### config.mk
export PLATFORM = sky130hd
export DESIGN_NAME = mant_div_24
export DESIGN_NICKNAME = d
export VERILOG_FILES = /design/src/rtl/mant_div_24.sv
export SDC_FILE = /design/constraint.sdc
export NUM_CORES = 1
export LEC_CHECK = 0
export ABC_AREA = 1
export CAP_MARGIN = 20
export CORE_MARGIN = 10
export CORE_UTILIZATION = 45
export CTS_CLUSTER_SIZE = 24
export DETAILED_ROUTE_END_ITERATION = 16
export GPL_ROUTABILITY_DRIVEN = 0
export PLACE_DENSITY = 0.67
export RECOVER_POWER = 100
export SETUP_SLACK_MARGIN = 0.5
export SLEW_MARGIN = 20
export SYNTH_ARGS = -nofsm -noshare
export SYNTH_HDL_FRONTEND = slang
export SYNTH_SLANG_ARGS = --single-unit
### constraint.sdc
create_clock -name clk -period 14.3 [get_ports clk]
set_clock_uncertainty 0.1 [all_clocks]
set_input_delay 2.86 -clock clk [delete_from_list [all_inputs] [get_ports clk]]
set_output_delay 2.86 -clock clk [all_outputs]
set_load 0.1 [all_outputs]
### src/rtl/mant_div_24.sv
// mant_div_24: sequential radix-2 restoring mantissa divider with start/done handshake
module mant_div_24 #(
    parameter int DATA_WIDTH = 24
) (
    input  logic                  clk,
    input  logic                  rst,
    input  logic                  start,
    input  logic [DATA_WIDTH-1:0] dividend,
    input  logic [DATA_WIDTH-1:0] divisor,
    output logic                  busy,
    output logic                  done,
    output logic [DATA_WIDTH:0]   quotient,
    output logic [DATA_WIDTH-1:0] remainder,
    output logic                  sticky,
    output logic                  dbz,
    output logic                  ovf
);
    localparam int W = DATA_WIDTH;

    typedef enum logic [1:0] {IDLE, RUN, DONE} state_t;

    state_t         state, state_nxt;
    logic [4:0]     cnt;
    logic [W:0]     r;
    logic [W-1:0]   d;
    logic [W-1:0]   qs;
    logic [W+1:0]   t;
    logic [W:0]     r_nxt;
    logic           q_bit, last, accept, is_dbz, is_ovf;

    // R < 2*D holds every iteration, so W+1 bits of R plus a sign bit suffice for the trial subtract
    assign t      = {1'b0, r} - {2'b0, d};
    assign q_bit  = ~t[W+1];
    assign r_nxt  = q_bit ? t[W:0] : r;
    assign last   = cnt == 5'd0;
    assign accept = start && (state == IDLE || state == DONE);
    assign is_dbz = divisor == '0;
    assign is_ovf = !is_dbz && ({1'b0, dividend} >= {divisor, 1'b0});
    assign busy   = state == RUN;
    assign done   = state == DONE;

    // state register
    always_ff @(posedge clk or posedge rst) begin
        if (rst) state <= IDLE;
        else     state <= state_nxt;
    end

    // next state: early exits skip RUN, DONE lasts one cycle unless restarted
    always_comb begin
        state_nxt = state;
        if (accept)              state_nxt = (is_dbz || is_ovf) ? DONE : RUN;
        else if (state == RUN)   state_nxt = last ? DONE : RUN;
        else if (state == DONE)  state_nxt = IDLE;
    end

    // iteration datapath; result registers load only on entry to DONE
    always_ff @(posedge clk or posedge rst) begin
        if (rst) begin
            cnt       <= '0;
            r         <= '0;
            d         <= '0;
            qs        <= '0;
            quotient  <= '0;
            remainder <= '0;
            sticky    <= 1'b0;
            dbz       <= 1'b0;
            ovf       <= 1'b0;
        end else if (accept) begin
            dbz <= is_dbz;
            ovf <= is_ovf;
            if (is_dbz || is_ovf) begin
                quotient  <= '1;
                remainder <= dividend;
                sticky    <= 1'b1;
            end else begin
                r   <= {1'b0, dividend};
                d   <= divisor;
                qs  <= '0;
                cnt <= 5'(W);
            end
        end else if (state == RUN) begin
            r   <= last ? r_nxt : {r_nxt[W-1:0], 1'b0};
            qs  <= {qs[W-2:0], q_bit};
            cnt <= cnt - 5'd1;
            if (last) begin
                quotient  <= {qs, q_bit};
                remainder <= r_nxt[W-1:0];
                sticky    <= |r_nxt;
            end
        end
    end
endmodule

==> summary.log, run 1 <==
[timing] fraction of the cycle the final worst path needs 66.0%
[die] placeable core area 18100 sq um
[final_layout] Layout Utilization 55.9%
[job] maximum capacitance violations 5
[routing] number of vias per cell 5.41
[critical_path] critical path fanouts, max 53
[critical_path] Req. time, crit path 14.43 ns
[critical_path] worst reg2reg endpoint cnt[4]$_DFFE_PP0P_
[grt] number of antenna violations at the first check in global routing 0
[final_layout] number of fill cells 1728
[synth] fraction of the mapped netlist area in compound gates 14.6%
[timing] Slew Limit Headroom -172%
[synth] largest family of logic cells by synthesized area simple AND/OR/NAND/NOR gates
[critical_path] beginning of the worst register-to-register path state[0]$_DFFE_PP0P_
[cts] latest clock arrival within the worst-skew pair 0.43 ns
[final_layout] sequential standard cell area 3300 sq um
[synth] total standard cell area after synthesis 8360 sq um
[final_layout] # nets final 1355
[cts] number of clock buffers inserted by TritonCTS 17
[critical_path] Critical Path Source start
[critical_path] worst setup path endpoint cnt[4]$_DFFE_PP0P_
[critical_path] minimum setup slack among reg-to-reg paths 7.10 ns
[grt] Global Route met1 Usage 30.3%
[synth] proportion of synthesized flip-flops having asynchronous set or reset 100%
[grt] GR Layer Usage met3 4.41%
[synth] number of unique standard cell types used by synthesis 45
[timing] final max-slew violation count 298
[critical_path] data arrival time of the critical path 9.57 ns
[min_path] number of cells on the worst hold path 2
[outcome] run status finished, violations left
[synth] flops & latches, synth 132
[critical_path] Crit Path Category input port to flop
[grt] Total Routing Usage GR 20.9%
[routing] detailed router's first-iteration violation count 815
[synth] part of the Yosys area used for sequential elements 39.5%
[cts] Post-CTS Resized 0
[die] Initial Utilization 46.2%
[synth] average cell area after synthesis 7.20 sq um
[outcome] violated checks capacitance limit, slew limit
[die] vertical die dimension 156 microns
[synth] most frequently used flop master after synthesis sky130_fd_sc_hd__dfrtp_1
[final_layout] share of layout cells above drive strength 1 4.19%
[routing] remaining routing DRC violations 0
[cts] clock transition time at the flip-flop clock pins of the worst setup and hold paths 0.06 ns
[synth] number of flops mapped to enable cells by yosys 0
[final_layout] leading cell type in the layout, fill and taps excluded sky130_fd_sc_hd__nand2_1
[die] Die W 156 microns
[timing] total setup violations reported at the end of the flow 0
[routing] routed vias 8081
[final_layout] commonest non-fill, non-tap cells in the layout sky130_fd_sc_hd__nand2_1 (299), sky130_fd_sc_hd__inv_1 (162), sky130_fd_sc_hd__nor2_1 (151)
[routing] final antenna-violating net count 0
[routing] Final Routed Wirelength 25.6 mm
[timing] final number of hold-violating endpoints 0
[timing] worst hold slack 0.390 ns
[synth] proportion of synthesized area in mux cells 0%
[cts] total of hold buffers inserted after clock tree synthesis 0
[routing] detailed-routing iteration count for the pre-antenna-repair pass 5
[grt] global routing met2 resource utilization 30.8%
[grt] maximum number of pins on one net before global-route repair 76
[synth] cells after synthesis 1160
[cts] CTS tree yes
[timing] Worst Max-Slew Pin Slew 4.08 ns
[synth] Post-Syn Nets 1264
[timing] Fmax 0.106 GHz
[final_layout] Diodes inserted 0
[synth] xor-xnor portion of the synthesized cell area 0.943%
[synth] warnings from Yosys 0
[placed_design] sum of net half-perimeters after detailed placement 19.7 mm
[timing] setup repair after global routing missed its margin no
[final_layout] multi-input logic area 4250 sq um
[timing] min Tclk post-route 9.44 ns
[grt] wire length of the first global-routing pass 40.6 mm
[synth] adder-cell share of the synthesized area 8.03%
[critical_path] type of origin of the critical path input port
[die] number of cell rows 49
[placed_design] Port Buffers 104
[cts] Clock Sink Count 132
[min_path] path category of the worst min-delay check flop to flop
[die] number of placed I/O pins 105
[cts] deepest level of the CTS H-tree 4
[timing] Setup TNS 0 ns
[critical_path] type of destination of the critical path flop
[cts] root buffer cell sky130_fd_sc_hd__clkbuf_16
[synth] simple-gate share of the synthesized area 27.3%
[cts] maximum clock insertion buffer count 2
[critical_path] FF-to-FF path depth 13
[cts] post-CTS repair timing setup buffer count 0
[routing] average routed wire per standard cell 17.1 microns
[grt] number of global-route vias before repair 7633
[final_layout] Area Growth Syn to Fin 21.1%
[grt] busiest grt layer met2
[grt] residual overflow from global routing 0
[die] Die ar. 24400 sq um
-- per-layer routing --
metal,share of wire (%),wire (microns)
met1,48,12200
met2,43,11100
met3,7.6,1950
met4,1.3,337
met5,0,0
-- area by class of cell --
type                    count  area share [%]
clock inverters            14            1.40
repair buffers            111            10.6
inverters                 168            6.28
multi-input cells         821            42.0
clock buffers              18            4.24
well taps                 229            2.83
flip-flops and latches    132            32.7
-- metrics by stage --
step           area (sq um)  setup WS (ns)  instances
6_report              10100           4.86       1493
4_1_cts               10200           7.58       1493
3_3_place_gp           9580           7.27       1461
3_5_place_dp           9580           7.18       1461
2_1_floorplan          8360           7.81       1160
5_1_grt               10100           4.24       1493
-- worst max-delay path, cell delays in order --
cell                            delay [ns]
sky130_fd_sc_hd__dlygate4sd3_1        0.58
sky130_fd_sc_hd__o21ai_4              0.07
sky130_fd_sc_hd__clkbuf_1             1.71
sky130_fd_sc_hd__inv_1                1.15
sky130_fd_sc_hd__nor2_1               0.43
sky130_fd_sc_hd__clkinv_1             0.62
sky130_fd_sc_hd__nand2_1              0.88
sky130_fd_sc_hd__buf_4                0.56
sky130_fd_sc_hd__nand2_1              0.13
sky130_fd_sc_hd__or2_0                0.24
sky130_fd_sc_hd__o21ai_0              0.18
sky130_fd_sc_hd__nand3_1              0.09
-- how the worst min path moves through the flow --
stage | slack (ns) | end | startpoint
after floorplan | 0.35 | d[0]$_DFFE_PP0P_ | d[0]$_DFFE_PP0P_
after detailed placement | 0.38 | d[9]$_DFFE_PP0P_ | d[9]$_DFFE_PP0P_
after global placement | 0.37 | d[13]$_DFFE_PP0P_ | d[13]$_DFFE_PP0P_
after global routing | 0.43 | d[12]$_DFFE_PP0P_ | d[12]$_DFFE_PP0P_
after CTS | 0.39 | d[9]$_DFFE_PP0P_ | d[9]$_DFFE_PP0P_
final | 0.39 | d[10]$_DFFE_PP0P_ | d[10]$_DFFE_PP0P_
-- registers in the layout, indices dropped and copies added, names as in the netlist --
signal and flops:
quotient 25, r 25, d 24, qs 24, remainder 24, cnt 5, state 2, dbz 1
ovf 1, sticky 1
-- cell families (layout without fill, tap and decap cells) --
family / Yosys count / count (layout)
flip-flops: 132 / 132
buffers and inverters: 207 / 311
AND/OR/NAND/NOR: 551 / 551
XOR/XNOR: 9 / 9
adder cells (fa/ha/maj): 53 / 53
AO/OA/AOI/OAI: 208 / 208
-- cells in the mapped netlist, types with 2 or more instances --
cell                       number  area (sq um)
sky130_fd_sc_hd__nand2_1      298          1120
sky130_fd_sc_hd__inv_1        162           608
sky130_fd_sc_hd__nor2_1       151           567
sky130_fd_sc_hd__dfrtp_1      132          3300
sky130_fd_sc_hd__a21oi_1       67           335
sky130_fd_sc_hd__nand3_1       55           275
sky130_fd_sc_hd__ha_1          52           651
sky130_fd_sc_hd__a31oi_1       39           244
sky130_fd_sc_hd__o21ai_0       36           180
sky130_fd_sc_hd__clkbuf_1      29           109
sky130_fd_sc_hd__o22ai_1       25           156
sky130_fd_sc_hd__o211ai_1      21           158
sky130_fd_sc_hd__nand4_1       15          93.8
sky130_fd_sc_hd__nor3_1        10          50.1
sky130_fd_sc_hd__xor2_1         6          52.6
sky130_fd_sc_hd__nand2_2        5          31.3
sky130_fd_sc_hd__o21ai_1        5          25.0
sky130_fd_sc_hd__o21bai_1       5          37.5
sky130_fd_sc_hd__buf_2          4          20.0
sky130_fd_sc_hd__inv_2          4          15.0
sky130_fd_sc_hd__nand3b_1       4          30.0
sky130_fd_sc_hd__a21oi_2        3          26.3
sky130_fd_sc_hd__xnor2_1        3          26.3
sky130_fd_sc_hd__a22oi_1        2          15.0
sky130_fd_sc_hd__buf_1          2          7.51
sky130_fd_sc_hd__buf_4          2          15.0
sky130_fd_sc_hd__buf_6          2          22.5
sky130_fd_sc_hd__o21a_1         2          15.0
sky130_fd_sc_hd__or2_1          2          12.5
sky130_fd_sc_hd__or2_2          2          12.5
Power of run 1 is not shown: default switching activity piles up to over one toggle a cycle in this logic, so the estimate is an artifact.
==> inputs of run 2 (changes only) <==
--- a/config.mk
+++ b/config.mk
@@ -12,7 +12,7 @@
 export CTS_CLUSTER_SIZE = 24
 export DETAILED_ROUTE_END_ITERATION = 16
 export GPL_ROUTABILITY_DRIVEN = 0
-export PLACE_DENSITY = 0.67
+export PLACE_DENSITY = 0.69
 export RECOVER_POWER = 100
 export SETUP_SLACK_MARGIN = 0.5
 export SLEW_MARGIN = 20
==> constraint.sdc (replaced) <==
create_clock -name clk -period 7.6 [get_ports clk]
set_clock_uncertainty 0.1 [all_clocks]
set_input_delay 1.52 -clock clk [delete_from_list [all_inputs] [get_ports clk]]
set_output_delay 1.52 -clock clk [all_outputs]
set_load 0.1 [all_outputs]
==> summary.log, run 2 (same netlist as run 1, synthesis figures left out) <==
[outcome] run status finished, violations left [unchanged]
[outcome] violated checks capacitance limit, slew limit [unchanged]
[critical_path] type of destination of the critical path flop [unchanged]
[critical_path] Crit Path Category input port to flop [unchanged]
[min_path] Worst Hold End d[15]$_DFFE_PP0P_ [was d[10]$_DFFE_PP0P_]
[die] Die ar. 24400 sq um [unchanged]
[critical_path] list of cells traversed by the critical path dlygate4sd3_1 -> o21ai_0 -> buf_4 -> inv_1 -> nor2_1 -> clkinv_1 -> nand2_1 -> buf_4 -> nor2_1 -> a31oi_1 [was dlygate4sd3_1 -> o21ai_4 -> clkbuf_1 -> inv_1 -> nor2_1 -> clkinv_1 -> nand2_1 -> buf_4 -> nand2_1 -> or2_0 -> o21ai_0 -> nand3_1]
[final_layout] Diodes inserted 0 [unchanged]
[cts] Clock Sink Count 132 [unchanged]
[placed_design] Port Buffers 104 [unchanged]
[critical_path] worst path buffer plus inverter count 5 [unchanged]
[min_path] path category of the worst min-delay check flop to flop [unchanged]
[routing] number of vias per cell 5.39 [was 5.41]
[cts] total of hold buffers inserted after clock tree synthesis 0 [unchanged]
[grt] wire length of the first global-routing pass 41.0 mm [was 40.6 mm]
[cts] Post-CTS Resized 0 [unchanged]
[critical_path] critical path's largest stage delay 0.80 ns [was 1.71 ns]
[cts] CTS tree yes [unchanged]
[final_layout] largest registers quotient (25), r (25) [unchanged]
[final_layout] commonest non-fill, non-tap cells in the layout sky130_fd_sc_hd__nand2_1 (299), sky130_fd_sc_hd__inv_1 (162), sky130_fd_sc_hd__nor2_1 (151) [unchanged]
[routing] routed vias 8045 [was 8081]
[timing] Worst Max-Slew Pin Slew 3.31 ns [was 4.08 ns]
[critical_path] type of origin of the critical path input port [unchanged]
[cts] root buffer cell sky130_fd_sc_hd__clkbuf_16 [unchanged]
[timing] final number of hold-violating endpoints 0 [unchanged]
[timing] worst hold slack 0.391 ns [was 0.390 ns]
[grt] number of antenna violations at the first check in global routing 0 [unchanged]
[grt] maximum number of pins on one net before global-route repair 76 [unchanged]
[die] Die W 156 microns [unchanged]
[die] vertical die dimension 156 microns [unchanged]
[timing] total setup violations reported at the end of the flow 0 [unchanged]
[timing] fraction of the cycle the final worst path needs 67.9%
[critical_path] Req. time, crit path 7.85 ns [was 14.43 ns]
[routing] average routed wire per standard cell 17.0 microns [was 17.1 microns]
[die] Initial Utilization 46.2% [unchanged]
[cts] deepest level of the CTS H-tree 4 [unchanged]
[critical_path] cell family with most CP delay buffers and inverters [unchanged]
[die] number of placed I/O pins 105 [unchanged]
[timing] Fmax 0.194 GHz
[critical_path] beginning of the worst register-to-register path state[0]$_DFFE_PP0P_ [unchanged]
[job] maximum capacitance violations 1 [was 5]
[placed_design] number of placed instances, taps included 1461 [unchanged]
[routing] remaining routing DRC violations 0 [unchanged]
[final_layout] post-layout instance count excluding filler cells 1493 [unchanged]
[timing] min Tclk post-route 5.16 ns
[critical_path] FF-to-FF path depth 11 [was 13]
[timing] Slew Limit Headroom -122% [was -172%]
[critical_path] library cell contributing the largest single delay on the critical path sky130_fd_sc_hd__nand2_1 [was sky130_fd_sc_hd__clkbuf_1]
[final_layout] leading cell type in the layout, fill and taps excluded sky130_fd_sc_hd__nand2_1 [unchanged]
[grt] number of global-route vias before repair 7719 [was 7633]
[routing] final antenna-violating net count 0 [unchanged]
[cts] latest clock arrival within the worst-skew pair 0.43 ns [about the same]
[final_layout] # nets final 1355 [unchanged]
[timing] final max-slew violation count 76 [was 298]
[cts] post-CTS repair timing setup buffer count 0 [unchanged]
[critical_path] critical path fanouts, max 53 [unchanged]
[final_layout] Area Growth Syn to Fin 21.1% [unchanged]
[cts] number of clock buffers inserted by TritonCTS 17 [unchanged]
[routing] detailed router's first-iteration violation count 693 [was 815]
[timing] setup repair after global routing missed its margin no [unchanged]
[grt] residual overflow from global routing 0 [unchanged]
[grt] Total Routing Usage GR 20.9% [about the same]
[final_layout] share of layout cells above drive strength 1 4.59% [was 4.19%]
[die] number of cell rows 49 [unchanged]
[critical_path] worst reg2reg endpoint r[6]$_DFFE_PP0P_ [was cnt[4]$_DFFE_PP0P_]
[critical_path] minimum setup slack among reg-to-reg paths 3.30 ns [was 7.10 ns]
[routing] detailed-routing iteration count for the pre-antenna-repair pass 5 [unchanged]
[cts] clock transition time at the flip-flop clock pins of the worst setup and hold paths 0.06 ns [about the same]
[min_path] number of cells on the worst hold path 2 [unchanged]
[min_path] start point of the worst hold path d[15]$_DFFE_PP0P_ [was d[10]$_DFFE_PP0P_]
[die] placeable core area 18100 sq um [unchanged]
[critical_path] data arrival time of the critical path 5.41 ns [was 9.57 ns]
[cts] maximum clock insertion buffer count 2 [unchanged]
[routing] Final Routed Wirelength 25.4 mm [was 25.6 mm]
[timing] Setup TNS 0 ns [unchanged]
[placed_design] sum of net half-perimeters after detailed placement 19.3 mm [was 19.7 mm]
==> run 2: cell types whose count changed in the layout (fill, tap and decap cells not counted), sizes merged <==
cell / before / now
clkinv: 2 / 3
buf: 2 / 6
clkdlybuf4s50: 48 / 46
inv: 174 / 175
dlygate4sd3: 56 / 58
clkbuf: 23 / 18
bufinv: 1 / 0
==> run 2: metal layers <==
layer  vias up  track usage [%]  wire length (microns)
li1       3966                -                      -
met1      3745             29.3                  11900
met2       300             32.3                  11500
met3        34             3.65                   1600
met4         0             6.07                    376
met5         -                0                      0
==> run 2: how the worst max path moves through the flow <==
stage,start,to,cells past startpoint
CTS,divisor[15],r[0]$_DFFE_PP0P_,12
global route,rst,remainder[19]$_DFFE_PP0P_,3
floorplan,rst,cnt[0]$_DFFE_PP0P_,1
detailed placement,divisor[15],r[0]$_DFFE_PP0P_,12
global placement,divisor[15],r[0]$_DFFE_PP0P_,12
finish,start,r[6]$_DFFE_PP0P_,10
==> run 2: worst reg2reg max path, cell delays in order (launching register included) <==
cell                       delay (ns)
sky130_fd_sc_hd__dfrtp_1         0.38
sky130_fd_sc_hd__inv_1           0.07
sky130_fd_sc_hd__ha_1            0.22
sky130_fd_sc_hd__o21ai_0         0.17
sky130_fd_sc_hd__buf_4           0.50
sky130_fd_sc_hd__inv_1           0.65
sky130_fd_sc_hd__nor2_1          0.39
sky130_fd_sc_hd__clkinv_1        0.14
sky130_fd_sc_hd__nand2_1         0.80
sky130_fd_sc_hd__buf_4           0.55
sky130_fd_sc_hd__nor2_1          0.11
sky130_fd_sc_hd__a31oi_1         0.16
==> run 2: through the flow <==
stage	setup WS (ns)	cell area, sq um	util [%]
finish	2.44	10100	55.9
global route	1.76	10100	55.9
CTS	2.92	10100	56.1
detailed placement	2.48	9580	53.0
global placement	2.53	9580	53.0
floorplan	2.45	8360	-
==> run 2: cell type report <==
| cell class | count | area, sq um |
|---|---|---|
| multi-input combinational | 821 | 4240 |
| tap | 229 | 287 |
| timing repair buffer | 111 | 1090 |
| inverter | 168 | 637 |
| clock inverter | 15 | 138 |
| fill | 1694 | 7970 |
| clock buffer | 17 | 425 |
| sequential | 132 | 3300 |
Power of run 2 is left out for the same reason.
